<file path="config.mk">
export PLATFORM = sky130hd
export DESIGN_NAME = sniffer_fifo_arbiter_flat
export DESIGN_NICKNAME = d
export VERILOG_FILES = /design/src/rtl/sniffer_fifo_arbiter_pkg.sv /design/src/rtl/sniffer_fifo_arbiter_if.sv /design/src/rtl/sniffer_fifo_arbiter_rr_arbiter.sv /design/src/rtl/sniffer_fifo_arbiter.sv /design/src/flat_wrapper.sv
export SDC_FILE = /design/constraint.sdc
export NUM_CORES = 1
export LEC_CHECK = 0
export ABC_AREA = 1
export ABC_CLOCK_PERIOD_IN_PS = 5330
export CORE_ASPECT_RATIO = 0.5
export CORE_MARGIN = 2
export CORE_UTILIZATION = 45
export CTS_BUF_LIST = sky130_fd_sc_hd__clkbuf_16
export CTS_CLUSTER_DIAMETER = 120
export DETAILED_ROUTE_END_ITERATION = 12
export GPL_ROUTABILITY_DRIVEN = 0
export PLACE_DENSITY = 0.85
export SLEW_MARGIN = 20
export SYNTH_ARGS = -nofsm -noshare
export SYNTH_HDL_FRONTEND = slang
export SYNTH_SLANG_ARGS = --single-unit
</file>
<file path="constraint.sdc">
create_clock -name clk -period 5.33 [get_ports clk]
set_input_delay 1.066 -clock clk [delete_from_list [all_inputs] [get_ports clk]]
set_output_delay 1.066 -clock clk [all_outputs]
set_load 0.02 [all_outputs]
</file>
<file path="src/rtl/sniffer_fifo_arbiter_pkg.sv">
// Shared types and constants for the sniffer capture FIFO arbiter.
package sniffer_pkg;

  typedef enum logic [1:0] {
    IDLE,
    RUN,
    DRAIN
  } arb_state_t;

  localparam int unsigned CH_ID_W   = 4;
  localparam int unsigned SEQ_W     = 4;
  localparam int unsigned FIFO_W    = 64;
  localparam int unsigned PAYLOAD_W = FIFO_W - CH_ID_W - SEQ_W;

  // FIFO word layout: {channel id, sequence number, payload}
  function automatic logic [FIFO_W-1:0] pack_word(
    input logic [CH_ID_W-1:0]   id,
    input logic [SEQ_W-1:0]     seq,
    input logic [PAYLOAD_W-1:0] data
  );
    return {id, seq, data};
  endfunction

endpackage

</file>
<file path="src/rtl/sniffer_fifo_arbiter_if.sv">
// Channel-side valid/ready bus and FIFO write port of the capture arbiter.
interface sniffer_fifo_arbiter_if
  import sniffer_pkg::*;
#(
  parameter int unsigned NUM_CH = 4,
  parameter int unsigned DATA_W = 56
);

  logic [NUM_CH-1:0]        ch_valid;
  logic [NUM_CH*DATA_W-1:0] ch_data;
  logic [NUM_CH-1:0]        ch_ready;
  logic                     fifo_full;
  logic                     fifo_wr_en;
  logic [FIFO_W-1:0]        fifo_din;

  // master: the arbiter, which grants channels and writes the FIFO
  modport master (
    input  ch_valid, ch_data, fifo_full,
    output ch_ready, fifo_wr_en, fifo_din
  );

  // slave: the channels plus the FIFO attached to the arbiter
  modport slave (
    output ch_valid, ch_data, fifo_full,
    input  ch_ready, fifo_wr_en, fifo_din
  );

endinterface

</file>
<file path="src/rtl/sniffer_fifo_arbiter_rr_arbiter.sv">
// Combinational round-robin pick: first set request after ptr, with wrap-around.
module rr_arbiter #(
  parameter  int unsigned N     = 4,
  localparam int unsigned IDX_W = (N > 1) ? $clog2(N) : 1
) (
  input  logic [N-1:0]     req,
  input  logic [IDX_W-1:0] ptr,
  output logic [N-1:0]     gnt,
  output logic [IDX_W-1:0] gnt_idx,
  output logic             gnt_vld
);

  always_comb begin
    int unsigned cand;
    cand    = 0;
    gnt     = '0;
    gnt_idx = '0;
    gnt_vld = 1'b0;
    // ptr itself is searched last so the previous winner has lowest priority
    for (int unsigned k = 1; k <= N; k++) begin
      cand = (32'(ptr) + k) % N;
      if (!gnt_vld && req[cand]) begin
        gnt_vld   = 1'b1;
        gnt[cand] = 1'b1;
        gnt_idx   = IDX_W'(cand);
      end
    end
  end

endmodule

</file>
<file path="src/rtl/sniffer_fifo_arbiter.sv">
// Round-robin arbiter sharing one 64-bit capture FIFO between NUM_CH sniffer channels.
module sniffer_fifo_arbiter
  import sniffer_pkg::*;
#(
  parameter int unsigned NUM_CH = 4,
  parameter int unsigned DATA_W = 56,
  parameter int unsigned CNT_W  = 32
) (
  input  logic                    clk,
  input  logic                    srst,
  input  logic                    start,
  input  logic                    stop,
  input  logic [NUM_CH-1:0]       ch_en,
  output logic                    busy,
  output logic [CNT_W-1:0]        words_written,
  output logic [CNT_W-1:0]        stall_cycles,
  sniffer_fifo_arbiter_if.master  bus
);

  localparam int unsigned IDX_W = (NUM_CH > 1) ? $clog2(NUM_CH) : 1;

  arb_state_t        state_q;
  logic              out_valid_q;
  logic [FIFO_W-1:0] out_data_q;
  logic [SEQ_W-1:0]  seq_q;
  logic [IDX_W-1:0]  rr_ptr_q;
  logic [CNT_W-1:0]  words_q;
  logic [CNT_W-1:0]  stall_q;

  logic [NUM_CH-1:0] gnt;
  logic [IDX_W-1:0]  gnt_idx;
  logic              gnt_vld;
  logic              accept;
  logic              wr_en;
  logic              hs;
  logic              start_acc;
  logic [DATA_W-1:0] sel_data;

  rr_arbiter #(.N(NUM_CH)) u_rr (
    .req     (bus.ch_valid & ch_en),
    .ptr     (rr_ptr_q),
    .gnt     (gnt),
    .gnt_idx (gnt_idx),
    .gnt_vld (gnt_vld)
  );

  // Output slot can take a new word when empty or being written this cycle
  assign accept    = (state_q == RUN) && (!out_valid_q || wr_en);
  assign wr_en     = out_valid_q && !bus.fifo_full;
  assign hs        = accept && gnt_vld;
  assign start_acc = start && (state_q == IDLE);

  assign bus.ch_ready   = gnt & {NUM_CH{accept}};
  assign bus.fifo_wr_en = wr_en;
  assign bus.fifo_din   = out_data_q;
  assign busy           = (state_q != IDLE);
  assign words_written  = words_q;
  assign stall_cycles   = stall_q;

  always_comb begin
    sel_data = '0;
    for (int unsigned i = 0; i < NUM_CH; i++) begin
      sel_data = sel_data | (bus.ch_data[i*DATA_W +: DATA_W] & {DATA_W{gnt[i]}});
    end
  end

  always_ff @(posedge clk) begin
    if (srst) begin
      state_q     <= IDLE;
      out_valid_q <= 1'b0;
      out_data_q  <= '0;
      seq_q       <= '0;
      rr_ptr_q    <= IDX_W'(NUM_CH - 1);
    end else begin
      unique case (state_q)
        IDLE: begin
          if (start) begin
            state_q <= RUN;
            seq_q   <= '0;
          end
        end
        RUN: begin
          if (stop) begin
            state_q <= DRAIN;
          end
        end
        DRAIN: begin
          if (!out_valid_q) begin
            state_q <= IDLE;
          end
        end
        default: state_q <= IDLE;
      endcase

      if (hs) begin
        out_data_q  <= pack_word(CH_ID_W'(gnt_idx), seq_q, PAYLOAD_W'(sel_data));
        out_valid_q <= 1'b1;
        seq_q       <= seq_q + 1'b1;
        rr_ptr_q    <= gnt_idx;
      end else if (wr_en) begin
        out_valid_q <= 1'b0;
      end
    end
  end

  always_ff @(posedge clk) begin
    if (srst || start_acc) begin
      words_q <= '0;
      stall_q <= '0;
    end else begin
      words_q <= words_q + CNT_W'(wr_en);
      if (out_valid_q && bus.fifo_full && (stall_q != '1)) begin
        stall_q <= stall_q + 1'b1;
      end
    end
  end

endmodule

</file>
<file path="src/flat_wrapper.sv">
// flat-port wrapper written by rule: the top's interface ports become plain ports
module sniffer_fifo_arbiter_flat import sniffer_pkg::*;
#(
  parameter int unsigned NUM_CH = 4,
  parameter int unsigned DATA_W = 56,
  parameter int unsigned CNT_W  = 32
)
  (clk, srst, start, stop, ch_en, busy, words_written, stall_cycles, bus_ch_valid, bus_ch_data, bus_fifo_full, bus_ch_ready, bus_fifo_wr_en, bus_fifo_din);
  sniffer_fifo_arbiter_if #(.NUM_CH(NUM_CH), .DATA_W(DATA_W)) bus_i ();
  input  logic clk;
  input  logic srst;
  input  logic start;
  input  logic stop;
  input  logic [NUM_CH-1:0] ch_en;
  output logic busy;
  output logic [CNT_W-1:0] words_written;
  output logic [CNT_W-1:0] stall_cycles;
  input wire logic [$bits(bus_i.ch_valid)-1:0] bus_ch_valid;
  input wire logic [$bits(bus_i.ch_data)-1:0] bus_ch_data;
  input wire logic [$bits(bus_i.fifo_full)-1:0] bus_fifo_full;
  output wire logic [$bits(bus_i.ch_ready)-1:0] bus_ch_ready;
  output wire logic [$bits(bus_i.fifo_wr_en)-1:0] bus_fifo_wr_en;
  output wire logic [$bits(bus_i.fifo_din)-1:0] bus_fifo_din;
  assign bus_i.ch_valid = bus_ch_valid;
  assign bus_i.ch_data = bus_ch_data;
  assign bus_i.fifo_full = bus_fifo_full;
  assign bus_ch_ready = bus_i.ch_ready;
  assign bus_fifo_wr_en = bus_i.fifo_wr_en;
  assign bus_fifo_din = bus_i.fifo_din;
  sniffer_fifo_arbiter #(.NUM_CH(NUM_CH), .DATA_W(DATA_W), .CNT_W(CNT_W)) u_core (.clk(clk), .srst(srst), .start(start), .stop(stop), .ch_en(ch_en), .busy(busy), .words_written(words_written), .stall_cycles(stall_cycles), .bus(bus_i));
endmodule
</file>
# Word level (Yosys, flattened, before mapping)
# Cells that the tools add are included.
# Widths: inputs -> output; s select.
[word_totals] romBits=0 mem_count=0 ram_bits=0 output_inout_bits=134 latchBits=0 in_bits=237 elab_cells=104 reg_bits=135
[op_classes] addsub=7 mux=37 n_lt_le_gt_ge=8 n_div=0 n_bitwise=12 n_eq_ne=6 n_reduce_logical=27 mul=0 shift=0
[ops] op="$and 56x56->56" count=4
[ops] op="$or 56x56->56" count=3
[ops] op="$add 32x1->32" count=1
[ops] op="$add 32x1->32 const B" count=1
[ops] op="$ne 32x32->1 const B" count=1
[ops] op="$mux 4" count=7
[ops] op="$mux 1" count=14
[ops] op="$mux 2" count=7
[ops] op="$logic_and 1x1->1" count=13
[ops] op="$lt 2x3->1 const B" count=4
[ops] op="$or 4x4->4" count=3
[ops] op="$and 4x4->4" count=2
[ops] op="$bmux 1 s2" count=4
[ops] op="$demux 1 s2" count=4
[ops] op="$ge 2x1->1 const B" count=4
[ops] op="$reduce_bool 2->1" count=4
[ops] op="$ne 2x2->1 const B" count=3
[ops] op="$pmux 2 s3" count=1
[ops] op="$logic_not 1->1" count=5
[ops] op="$add 2x1->2 const B" count=2
[ops] op="$add 2x2->2 const B" count=2
[ops] op="$add 4x1->4 const B" count=1
[ops] op="$reduce_and 3->1" count=1
[ops] op="$eq 2x1->1 const B" count=1
[ops] op="other kinds (4)" count=5

# Longest topological paths before layout
# Gate-level depths: netlist of run 1.
[logic_depth] depth_word=17 mapped_depth=17 ltp_nobuf=15

# Modules after synthesis
# A second synthesis of run 1 with hierarchy kept.
[hier_totals] hier_cells=1124 hier_area_um2=7709.9
[by_module_without_submodules] mod="sniffer_fifo_arbiter" cells_per_inst=1050 seq_area_each_um2=2702.6 area_each_um2=7252.0 instances=1
[by_module_without_submodules] mod="rr_arbiter" cells_per_inst=74 seq_area_each_um2=0.0 area_each_um2=457.9 instances=1

# Worst setup path before layout of run 1
# No wires, ideal clock.
[synth_path] path_type="input-to-output" start="input bus_ch_valid[3]" end="output bus_ch_ready[0]" t_arrival_ns=2.027 setup_slack_ns=2.237 required_ns=4.264 cell_stages=7 n_path_buf=0 cell_sequence="nand2_1 > nand2_1 > nand3_2 > nand2_4 > nor2_8 > nand3_1 > a31oi_1"
[synth_via] elab_chain_cells=14 elab_cells_between_ends=26 cone_classes="15 x mux; 5 x bitwise; 6 x reduce/logical"
[synth_lines] item="start: declaration" line="flat_wrapper.sv:18" text="input wire logic [$bits(bus_i.ch_valid)-1:0] bus_ch_valid;"
[synth_lines] item="$and 4x4->4 *" line="sniffer_fifo_arbiter.sv:40" text=".req (bus.ch_valid & ch_en),"
[synth_lines] item="$bmux 1 s2" line="sniffer_fifo_arbiter_rr_arbiter.sv:22" text="if (!gnt_vld && req[cand]) begin"
[synth_lines] item="$mux 1 (not written as such)" line="sniffer_fifo_arbiter_rr_arbiter.sv:22"
[synth_lines] item="$mux 1" line="sniffer_fifo_arbiter_rr_arbiter.sv:22"
[synth_lines] item="$logic_not 1->1" line="sniffer_fifo_arbiter_rr_arbiter.sv:22"
[synth_lines] item="$logic_and 1x1->1" line="sniffer_fifo_arbiter_rr_arbiter.sv:22"
[synth_lines] item="$mux 1" line="sniffer_fifo_arbiter_rr_arbiter.sv:22"
[synth_lines] item="$logic_not 1->1" line="sniffer_fifo_arbiter_rr_arbiter.sv:22"
[synth_lines] item="$logic_and 1x1->1" line="sniffer_fifo_arbiter_rr_arbiter.sv:22"
[synth_lines] item="$mux 1" line="sniffer_fifo_arbiter_rr_arbiter.sv:22"
[synth_lines] item="$logic_not 1->1" line="sniffer_fifo_arbiter_rr_arbiter.sv:22"
[synth_lines] item="$logic_and 1x1->1" line="sniffer_fifo_arbiter_rr_arbiter.sv:22"
[synth_lines] item="$mux 4 *" line="sniffer_fifo_arbiter_rr_arbiter.sv:22"
[synth_lines] item="$and 4x4->4 *" line="sniffer_fifo_arbiter.sv:53" text="assign bus.ch_ready = gnt & {NUM_CH{accept}};"
[synth_lines] item="end: declaration" line="flat_wrapper.sv:21" text="output wire logic [$bits(bus_i.ch_ready)-1:0] bus_ch_ready;"
# Every way passes the cells marked *; elsewhere a longest branch is shown, timed or not. The select of a mux whose other input is x is not followed.

# Worst setup path after layout of run 1
[layout_path] start="register u_core.rr_ptr_q[1]" end="output bus_ch_ready[3]"
[layout_via] elab_chain_cells=14 elab_cells_between_ends=49 cone_classes="4 x add/sub; 8 x order compare; 23 x mux; 4 x bitwise; 10 x reduce/logical"
[layout_lines] item="start: declaration" line="sniffer_fifo_arbiter.sv:26" text="logic [IDX_W-1:0] rr_ptr_q;"
[layout_lines] item="start signal: assignment" line="sniffer_fifo_arbiter.sv:73" text="rr_ptr_q <= IDX_W'(NUM_CH - 1);"
[layout_lines] item="start signal: assignment" line="sniffer_fifo_arbiter.sv:99" text="rr_ptr_q <= gnt_idx;"
[layout_lines] item="branches (longest 12 deep; another with $lt 2x3->1)"
[layout_lines] item="$mux 4 *" line="sniffer_fifo_arbiter_rr_arbiter.sv:22"
[layout_lines] item="$and 4x4->4 *" line="sniffer_fifo_arbiter.sv:53"
# Every way passes the cells marked *. The select of a mux whose other input is x is not followed.

==> out/metrics.yaml, run 1 <==
run_status:
  status: "finished, final reports clean"
die:
  rows: 34
  coreArea_um2: 17310
  die-width_um: 191.8
  start_util_pct: 45.84
  dieArea_um2: 18780
  die-height_um: 97.91
  io_pins: 371
synthesis:
  synth.distinct_cells: 39
  yosysWarnings: 0
  synthArstFlopShare_pct: 0
  syn_avg_cell_area_um2: 6.249
  ys_seq_area_share_pct: 34.05
  synth_flop_cell: "dfxtp_1"
  ys_ff_latch: 135
  synth_compound_area_share_pct: 8.687
  syn_inst: 1270
  synth-simple-area-share_pct: 43.88
  synth_top_family_by_area: "simple AND/OR/NAND/NOR gates"
  syn_area_um2: 7936
  synthMuxAreaShare_pct: 0
  synth_edf_count: 0
  synthAdderAreaFrac_pct: 1.892
  synth_xor_area_share_pct: 3.311
global_route:
  antenna_found_initial: 0
  grt_pass1_vias: 9083
  grt_max_degree: 82
  grt_pass1_wl_um: 44750
  grt_use_total_pct: 29.73
  gr-total-overflow: 0
pwr:
  power_frac_comb_pct: 36.3
  pwr-share-clk_pct: 32.0
  power.internal_uw: 2260
  peakVddDrop_uv: 197.5
  seqPwrFrac_pct: 31.7
  p_per_area_nw_per_um2: 292.2
  leakage_uw: 0.004630
  switching_share_pct: 36.61
  p_switching_uw: 1306
clock_network:
  clk_path_buf_depth: 2
  cts-hold-fix-buffers: 0
  cts_setup_buffers: 0
  clk_latency_ns: 0.42
  root_buffer: "clkbuf_16"
  cts_tree: "yes"
  numCtsBuffers: 17
  clk_pin_slew_ns: 0.06
  clock_sinks: 135
  cts_resized: 0
  cts_max_level: 4
sta:
  whs_ns: 0.4628
  fin_skew_ns: 0.01177
  slew_headroom_pct: 29.81
  finalSetupViolCount: 0
  min_period_ns: 4.280
  finalSetupTns_ns: 0
  max_freq_ghz: 0.2337
  finalHoldViolCount: 0
  rsz0062_at_grt: "false"
  worst_slew_pin_slew_ns: 1.051
  finalCritPeriodShare_pct: 80.30
  slew_violations: 0
routing:
  ant_nets: 0
  wirelength_met1_um: 11720
  top_layer: "met4"
  wl_um: 28580
  drt-initial-drc-count: 818
  via_per_inst: 5.207
  vias: 9654
  wl_met3_um: 1945
  wl_per_cell_um: 15.41
  drc: 0
  firstDrtPassIters: 5
  met2_length_um: 13660
layout:
  drive_gt1_share_pct: 4.444
  area_delta_synth_final_pct: 53.78
  fillers: 1410
  layout.nets: 1856
  n_antenna_cell: 0
setup_path:
  critPathRequiredTime_ns: 4.26
  path_class: "reg2out"
  cp.arrival_ns: 3.21
  r2r_cells: 13
  cp-end-kind: "output pin"
  cp-start-kind: "flop"
  worst-path-max-fanout: 8
flow_run:
  maxCapViolCount: 0
min_path:
  hp-class: "reg2reg"
  whs_path_depth: 2
placed_design:
  dp_hpwl_um: 21670
  port_buffers: 368
-- layout by cell type (no fill, tap or decap), types with 20 or more instances in the layout --
cell | Yosys | routed
nand4_1 | 20 | 20
nand3_1 | 100 | 96
nand2_1 | 451 | 451
clkdlybuf4s50_1 | 0 | 368
o21ai_0 | 68 | 68
nor3_1 | 27 | 27
nor2_1 | 190 | 190
inv_1 | 69 | 69
a21oi_1 | 50 | 50
xor2_1 | 23 | 23
dfxtp_1 | 135 | 135
-- per-stage QoR --
step | cell area (um2) | utilization, % | cells | total power (uW) | setup WS, ns
finish | 12200 | 70.49 | 1854 | 3566 | 1.050
CTS | 12200 | 70.49 | 1854 | 3570 | 1.126
floorplan | 7940 | - | 1271 | 1960 | 2.237
global placement | 11640 | 67.21 | 1822 | 2400 | 1.173
detailed placement | 11640 | 67.21 | 1822 | 2428 | 1.157
global route | 12200 | 70.49 | 1854 | 3747 | 0.9188
-- power groups by stage --
| stage | Combinational [uW] | Sequential, uW | Clock, uW |
|---|---|---|---|
| 3_3_place_gp | 1250 | 1150 | 0 |
| 2_1_floorplan | 731 | 1230 | 0 |
| 4_1_cts | 1280 | 1130 | 1160 |
| 6_report | 1290 | 1130 | 1140 |
| 5_1_grt | 1400 | 1140 | 1200 |
| 3_5_place_dp | 1280 | 1150 | 0 |
-- kinds of logic after synthesis --
group                    after synthesis
adder cells (fa/ha/maj)               12
AO/OA/AOI/OAI                        131
AND/OR/NAND/NOR                      828
flip-flops                           135
other                                  1
XOR/XNOR                              30
buffers and inverters                133
-- final timing paths --
path | startpoint | to | slack, ns
worst max register to register | u_core.rr_ptr_q[1] | u_core.bus.fifo_din[24] | 1.92
worst min-delay path | u_core.bus.fifo_din[60] | u_core.bus.fifo_din[60] | 0.46
worst max-delay path | u_core.rr_ptr_q[1] | bus_ch_ready[3] | 1.05
worst min register to register | u_core.bus.fifo_din[60] | u_core.bus.fifo_din[60] | 0.46
-- state kept, by name, summed over array words and instances, names as in the netlist --
signal                cells
u_core.seq_q              4
u_core.state_q            2
u_core.words_written     32
u_core.rr_ptr_q           2
u_core.stall_cycles      32
u_core.out_valid_q        1
u_core.bus.fifo_din      62
-- cell usage after synthesis, types with 9 or more instances --
cell type	number	area, um2
nor2_1	190	713.2
buf_2	9	45.04
o21ai_0	68	340.3
ha_1	12	150.1
clkbuf_1	22	82.58
xor2_1	23	201.4
nand2_1	451	1693
nor3_1	27	135.1
or2_2	11	68.82
dfxtp_1	135	2703
buf_4	20	150.1
nand3_1	100	500.5
nand4_1	20	125.1
a21oi_1	50	250.2
inv_1	69	259.0
-- area by class of cell --
cell class | count | area (um2) | area share (%)
sequential | 135 | 2703 | 22.14
clock inverter | 15 | 142.6 | 1.169
multi-input combinational | 1003 | 4612 | 37.79
inverter | 74 | 285.3 | 2.338
tap | 234 | 292.8 | 2.399
clock buffer | 17 | 425.4 | 3.486
timing repair buffer | 376 | 3744 | 30.67
-- routing by layer --
layer	track usage (%)	vias to the layer above
met5	0	-
met4	13.55	0
met3	6.542	100
met2	50.49	482
met1	36.09	4336
li1	-	4736
-- worst max-delay path: stages (launching register included) --
cell,delay [ns]
dfxtp_1,0.56
inv_1,0.26
ha_1,0.38
inv_1,0.22
nand3_1,0.11
nand2_1,0.19
nand3_1,0.12
nand2_1,0.08
inv_1,0.06
a31oi_1,0.18
clkdlybuf4s50_1,0.63
Power figures use the tool's default switching activity.
==> inputs of run 2 (changes only) <==
--- a/config.mk
+++ b/config.mk
@@ -6,15 +6,15 @@
 export NUM_CORES = 1
 export LEC_CHECK = 0
 export ABC_AREA = 1
-export ABC_CLOCK_PERIOD_IN_PS = 5330
+export ABC_CLOCK_PERIOD_IN_PS = 3800
 export CORE_ASPECT_RATIO = 0.5
 export CORE_MARGIN = 2
-export CORE_UTILIZATION = 45
+export CORE_UTILIZATION = 38
 export CTS_BUF_LIST = sky130_fd_sc_hd__clkbuf_16
 export CTS_CLUSTER_DIAMETER = 120
 export DETAILED_ROUTE_END_ITERATION = 12
 export GPL_ROUTABILITY_DRIVEN = 0
-export PLACE_DENSITY = 0.85
+export PLACE_DENSITY = 0.76
 export SLEW_MARGIN = 20
 export SYNTH_ARGS = -nofsm -noshare
 export SYNTH_HDL_FRONTEND = slang
==> constraint.sdc (replaced) <==
create_clock -name clk -period 3.8 [get_ports clk]
set_input_delay 0.76 -clock clk [delete_from_list [all_inputs] [get_ports clk]]
set_output_delay 0.76 -clock clk [all_outputs]
set_load 0.02 [all_outputs]
==> run 2 against run 1 <==
  * Sequential share of layout area shrank 0.31 points
  * Design area grew 1.5%
  * Die area grew 18%
  * Critical path depth is the same
  * Largest cell class unchanged
  * Total power grew 44%
  * Sequential power grew 40%
  * Critical endpoint is now bus_ch_ready[0]
==> out/metrics.yaml, run 2 (synthesized netlist as in run 1, its figures left out) <==
sta:
  max_freq_ghz: 0.2938
  whs_ns: 0.4683  # +0.005521 ns
  min_period_ns: 3.404
  finalHoldViolCount: 0  # unchanged
  slew_headroom_pct: 52.17  # +22 points
  fin_skew_ns: 0.01200  # +0.0002270 ns
  finalSetupViolCount: 0  # unchanged
  finalCritPeriodShare_pct: 89.58
  rsz0062_at_grt: "false"
  finalSetupTns_ns: 0  # unchanged
  worst_slew_pin_slew_ns: 0.7167  # -0.3346 ns
  slew_violations: 0  # unchanged
routing:
  drt-initial-drc-count: 824  # +0.73%
  firstDrtPassIters: 7  # +2
  wl_um: 29050  # +1.7%
  wl_per_cell_um: 15.30  # -0.74%
  drc: 0  # unchanged
  vias: 9673  # +0.20%
  ant_nets: 0  # unchanged
  via_per_inst: 5.094  # -2.2%
pwr:
  seqPwrFrac_pct: 30.8  # -0.9 points
  power.internal_uw: 3277  # +45%
  p_switching_uw: 1847  # +41%
  power_frac_comb_pct: 37.1  # +0.8 points
  pwr-share-clk_pct: 32.1  # about the same
  leakage_uw: 0.004765  # +2.9%
  peakVddDrop_uv: 259.6  # +31%
  p_per_area_nw_per_um2: 413.8  # +42%
  switching_share_pct: 36.05  # -0.57 points
global_route:
  gr-total-overflow: 0  # unchanged
  grt_pass1_wl_um: 46160  # +3.1%
  antenna_found_initial: 0  # unchanged
  grt_max_degree: 63  # -23%
  grt_pass1_vias: 9169  # +0.95%
  grt_use_total_pct: 25.84  # -3.9 points
die:
  rows: 37  # +8.8%
  die-width_um: 208.4  # +8.6%
  io_pins: 371  # unchanged
  dieArea_um2: 22130  # +18%
  start_util_pct: 38.70  # -7.1 points
  die-height_um: 106.2  # +8.5%
  coreArea_um2: 20510  # +18%
setup_path:
  cp.arrival_ns: 2.64  # -0.57 ns
  path_class: "reg2out"
  r2r-end: "u_core.bus.fifo_din[16]"
  worst-path-max-fanout: 8  # unchanged
  r2r_cells: 13  # unchanged
  cp-end-kind: "output pin"
  critPathRequiredTime_ns: 3.04  # -1.22 ns
  cp-start-kind: "flop"
  reg2reg_slack_ns: 0.80  # -1.12 ns
  reg2reg_from: "u_core.rr_ptr_q[1]"
layout:
  multi_input_area_um2: 4612  # unchanged
  layout.nets: 1862  # +0.32%
  fillers: 1831  # +30%
  drive_gt1_share_pct: 4.859  # +0.41 points
  regArea_um2: 2704  # about the same
  final_cell_mix: "nand2_1, clkdlybuf4s50_1, nor2_1"
  final_common_cell: "nand2_1"
  area_delta_synth_final_pct: 56.01
  n_antenna_cell: 0  # unchanged
  largest_register_ffs: 62  # unchanged
placed_design:
  dp_hpwl_um: 22130  # +2.1%
  port_buffers: 368  # unchanged
clock_network:
  cts-hold-fix-buffers: 0  # unchanged
  cts_max_level: 4  # unchanged
  root_buffer: "clkbuf_16"
  cts_tree: "yes"
  numCtsBuffers: 17  # unchanged
  clk_latency_ns: 0.42  # about the same
  cts_setup_buffers: 0  # unchanged
  clk_pin_slew_ns: 0.06  # about the same
  clk_path_buf_depth: 2  # unchanged
  clock_sinks: 135  # unchanged
min_path:
  hold_end: "u_core.bus.fifo_din[60]"
  hp-class: "reg2reg"
  whs_path_depth: 2  # unchanged
  hp-start: "u_core.bus.fifo_din[60]"
run_status:
  status: "finished, final reports clean"
flow_run:
  maxCapViolCount: 0  # unchanged
run 2: changes by cell type in the layout (fill, tap and decap cells not counted), sizes merged:
| cell | delta |
|---|---|
| clkinvlp | -1 |
| clkdlybuf4s50 | -4 |
| inv | -1 |
| buf | +6 |
| dlymetal6s2s | +4 |
| bufinv | +1 |
| clkinv | +1 |
run 2: worst max path at each step:
stage / startpoint / endpoint / slack, ns / depth (start not counted)
finish: u_core.rr_ptr_q[1] / bus_ch_ready[0] / 0.40 / 10
global route: u_core.rr_ptr_q[1] / bus_ch_ready[0] / 0.25 / 10
CTS: u_core.rr_ptr_q[1] / bus_ch_ready[0] / 0.07 / 10
detailed placement: bus_ch_valid[2] / bus_ch_ready[2] / 0.27 / 8
global placement: bus_ch_valid[2] / bus_ch_ready[2] / 0.32 / 8
floorplan: bus_fifo_full / u_core.words_written[30] / 1.08 / 14
run 2: timing repair:
item | CTS | global route
gates resized for setup | 1 | 4
endpoints found under the setup margin | 3 | 4
gates cloned | 0 | 0
run 2: metrics by stage:
stage	util (%)	area, um2	setup WS (ns)	power [uW]	std cells
finish	60.37	12380	0.3961	5124	1899
detailed placement	57.50	11790	0.2704	3506	1867
CTS	60.33	12370	0.07167	5154	1899
global placement	57.50	11790	0.3241	3469	1867
global route	60.37	12380	0.2511	5395	1899
floorplan	-	7940	1.083	2750	1271
run 2: power groups by stage:
| stage | Sequential [uW] | Clock [uW] | Combinational, uW |
|---|---|---|---|
| detailed placement | 1610 | 0 | 1900 |
| global placement | 1600 | 0 | 1870 |
| floorplan | 1720 | 0 | 1030 |
| global route | 1590 | 1740 | 2070 |
| finish | 1580 | 1640 | 1900 |
| CTS | 1580 | 1670 | 1910 |
run 2: critical path, stage by stage, from the launching register on:
cell	delay (ns)
dfxtp_2	0.42
inv_1	0.18
ha_1	0.36
inv_1	0.21
nand3_1	0.12
nand2_1	0.18
nand3_1	0.11
nand2_1	0.11
inv_1	0.08
a31oi_1	0.19
dlymetal6s2s_1	0.27
run 2: layer usage:
| layer | global-route usage [%] | up-vias | wire length (um) |
|---|---|---|---|
| met5 | 0 | - | 0 |
| met4 | 10.28 | 0 | 1058 |
| met3 | 5.583 | 84 | 2068 |
| met2 | 45.17 | 466 | 14070 |
| met1 | 31.15 | 4378 | 11850 |
| li1 | - | 4745 | - |
run 2: cell type report:
cell class / count / area share (%)
clock buffers: 17 / 3.436
repair buffers: 382 / 31.18
inverters: 74 / 2.304
flip-flops and latches: 135 / 21.84
well taps: 273 / 2.759
clock inverters: 15 / 1.233
multi-input cells: 1003 / 37.25
==> inputs of run 3 (changes only) <==
--- a/config.mk
+++ b/config.mk
@@ -10,7 +10,6 @@
 export CORE_ASPECT_RATIO = 0.5
 export CORE_MARGIN = 2
 export CORE_UTILIZATION = 38
-export CTS_BUF_LIST = sky130_fd_sc_hd__clkbuf_16
 export CTS_CLUSTER_DIAMETER = 120
 export DETAILED_ROUTE_END_ITERATION = 12
 export GPL_ROUTABILITY_DRIVEN = 0
==> run 3 against run 2 <==
  * Combinational power is essentially flat
  * Setup slack better by 0.0086 ns
  * Count of clock-buffer cells in the layout is 2 higher
  * Non-clock buffer count unchanged
  * Sequential share of layout area stayed put
  * Total power is essentially flat
  * Fmax increased by 0.25%
  * Core utilization stayed put
  * Sequential power is essentially flat
  * Hold slack is essentially flat
  * Highest routed layer unchanged
  * Clock skew shrank 0.00074 ns
  * Critical path depth stayed put
==> out/metrics.yaml, run 3 (synthesized netlist as in run 1, its figures left out) <==
routing:
  drt-initial-drc-count: 818  # -0.73%
  ant_nets: 0  # unchanged
  via_per_inst: 5.094  # unchanged
  drc: 0  # unchanged
  wl_um: 29050  # about the same
  vias: 9673  # unchanged
  firstDrtPassIters: 5  # -2
  wl_per_cell_um: 15.30  # about the same
clock_network:
  root_buffer: "clkbuf_16"
  cts_setup_buffers: 0  # unchanged
  clk_latency_ns: 0.42  # about the same
  cts_tree: "yes"
  clk_pin_slew_ns: 0.06  # about the same
  cts-hold-fix-buffers: 0  # unchanged
  clock_sinks: 135  # unchanged
  numCtsBuffers: 17  # unchanged
  clk_path_buf_depth: 2  # unchanged
  cts_max_level: 4  # unchanged
setup_path:
  cp-end-kind: "output pin"
  worst-path-max-fanout: 8  # unchanged
  r2r_cells: 13  # unchanged
  r2r-end: "u_core.bus.fifo_din[16]"
  cp-start-kind: "flop"
  crit_end: "bus_ch_ready[0]"
  crit_start: "u_core.rr_ptr_q[1]"
  cp.arrival_ns: 2.64  # about the same
  path_class: "reg2out"
  reg2reg_slack_ns: 0.82  # +0.02 ns
  reg2reg_from: "u_core.rr_ptr_q[1]"
  critPathRequiredTime_ns: 3.04  # about the same
pwr:
  p_per_area_nw_per_um2: 414.0  # about the same
  power_uw: 5126  # about the same
  peakVddDrop_uv: 260.3  # +0.29%
  leakage_uw: 0.004756  # -0.17%
global_route:
  gr-total-overflow: 0  # unchanged
  grt_pass1_wl_um: 46160  # unchanged
  grt_max_degree: 63  # unchanged
  antenna_found_initial: 0  # unchanged
  grt_use_total_pct: 25.84  # unchanged
  grt_pass1_vias: 9169  # unchanged
layout:
  drive_gt1_share_pct: 4.859  # unchanged
  area_delta_synth_final_pct: 56.01  # unchanged
  largest_register_ffs: 62  # unchanged
  instances_no_fill: 1899  # unchanged
  layout.nets: 1862  # unchanged
  n_antenna_cell: 0  # unchanged
  final_common_cell: "nand2_1"
  final_cell_mix: "nand2_1, clkdlybuf4s50_1, nor2_1"
die:
  dieArea_um2: 22130  # unchanged
  coreArea_um2: 20510  # unchanged
  rows: 37  # unchanged
  die-width_um: 208.4  # unchanged
  io_pins: 371  # unchanged
  start_util_pct: 38.70  # unchanged
  die-height_um: 106.2  # unchanged
sta:
  finalHoldViolCount: 0  # unchanged
  max_freq_ghz: 0.2945  # +0.25%
  fin_ws_ns: 0.4047  # +0.008579 ns
  worst_slew_pin_slew_ns: 0.7243  # +0.007575 ns
  finalSetupTns_ns: 0  # unchanged
  finalCritPeriodShare_pct: 89.35  # -0.23 points
  slew_headroom_pct: 51.66  # -0.51 points
  fin_skew_ns: 0.01126  # -0.0007355 ns
  slew_violations: 0  # unchanged
  finalSetupViolCount: 0  # unchanged
  rsz0062_at_grt: "false"
  min_period_ns: 3.395  # -0.008579 ns
placed_design:
  dp.cells: 1867  # unchanged
  port_buffers: 368  # unchanged
  dp_hpwl_um: 22130  # unchanged
  dpl_worst_slack_ns: 0.2704  # unchanged
run_status:
  status: "finished, final reports clean"
flow_run:
  maxCapViolCount: 0  # unchanged
min_path:
  hp-class: "reg2reg"
-- run 3: changes by cell type in the layout (fill, tap and decap cells not counted) --
cell      previous run  this run
inv_1               71        69
clkbuf_1             0         2
-- run 3: report_power, final --
group	internal [uW]	switching, uW	leakage (uW)	total [uW]
combinational	785	1120	0.00339	1900
sequential	1520	56.0	0.00110	1580
clock	975	673	0.000275	1650
-- run 3: layout make-up --
class	instances	area (um2)
clock buffer	19	432.9
clock inverter	13	145.1
fill	1831	8127
inverter	74	285.3
multi-input combinational	1003	4612
sequential	135	2704
tap	273	341.6
timing repair buffer	382	3861
-- run 3: repair_timing --
action,CTS,global route
gates cloned,0,0
resized for setup,1,4
endpoints found under the setup margin,3,4
-- run 3: worst max-delay path, stage by stage, from the launching register on --
cell and delay [ns]:
dfxtp_2 0.42, inv_1 0.18, ha_1 0.36, inv_1 0.21, nand3_1 0.12, nand2_1 0.18, nand3_1 0.11, nand2_1 0.11
inv_1 0.08, a31oi_1 0.19, dlymetal6s2s_1 0.27
-- run 3: worst min path at each step --
stage                            start                      end  slack [ns]  depth (start not counted)
3_5_place_dp   u_core.bus.fifo_din[61]  u_core.bus.fifo_din[61]        0.46                          2
6_report       u_core.bus.fifo_din[61]  u_core.bus.fifo_din[61]        0.47                          2
3_3_place_gp           u_core.seq_q[3]          u_core.seq_q[3]        0.45                          2
4_1_cts        u_core.bus.fifo_din[61]  u_core.bus.fifo_din[61]        0.47                          2
2_1_floorplan          u_core.seq_q[3]          u_core.seq_q[3]        0.44                          2
5_1_grt                u_core.seq_q[3]          u_core.seq_q[3]        0.50                          2
-- run 3: stage by stage --
| step | hold slack, ns | utilization (%) | area [um2] |
|---|---|---|---|
| after floorplan | 0.4389 | - | 7940 |
| after global placement | 0.4526 | 57.50 | 11790 |
| after detailed placement | 0.4582 | 57.50 | 11790 |
| after CTS | 0.4668 | 60.33 | 12370 |
| after global routing | 0.5040 | 60.37 | 12380 |
| final | 0.4682 | 60.37 | 12380 |
-- run 3: per-layer routing --
layer | wire [um] | global-route usage [%] | vias to the layer above
met5 | 0 | 0 | -
met4 | 1115 | 10.28 | 0
met3 | 2084 | 5.583 | 93
met2 | 14010 | 45.17 | 474
met1 | 11850 | 31.15 | 4361
li1 | - | - | 4745
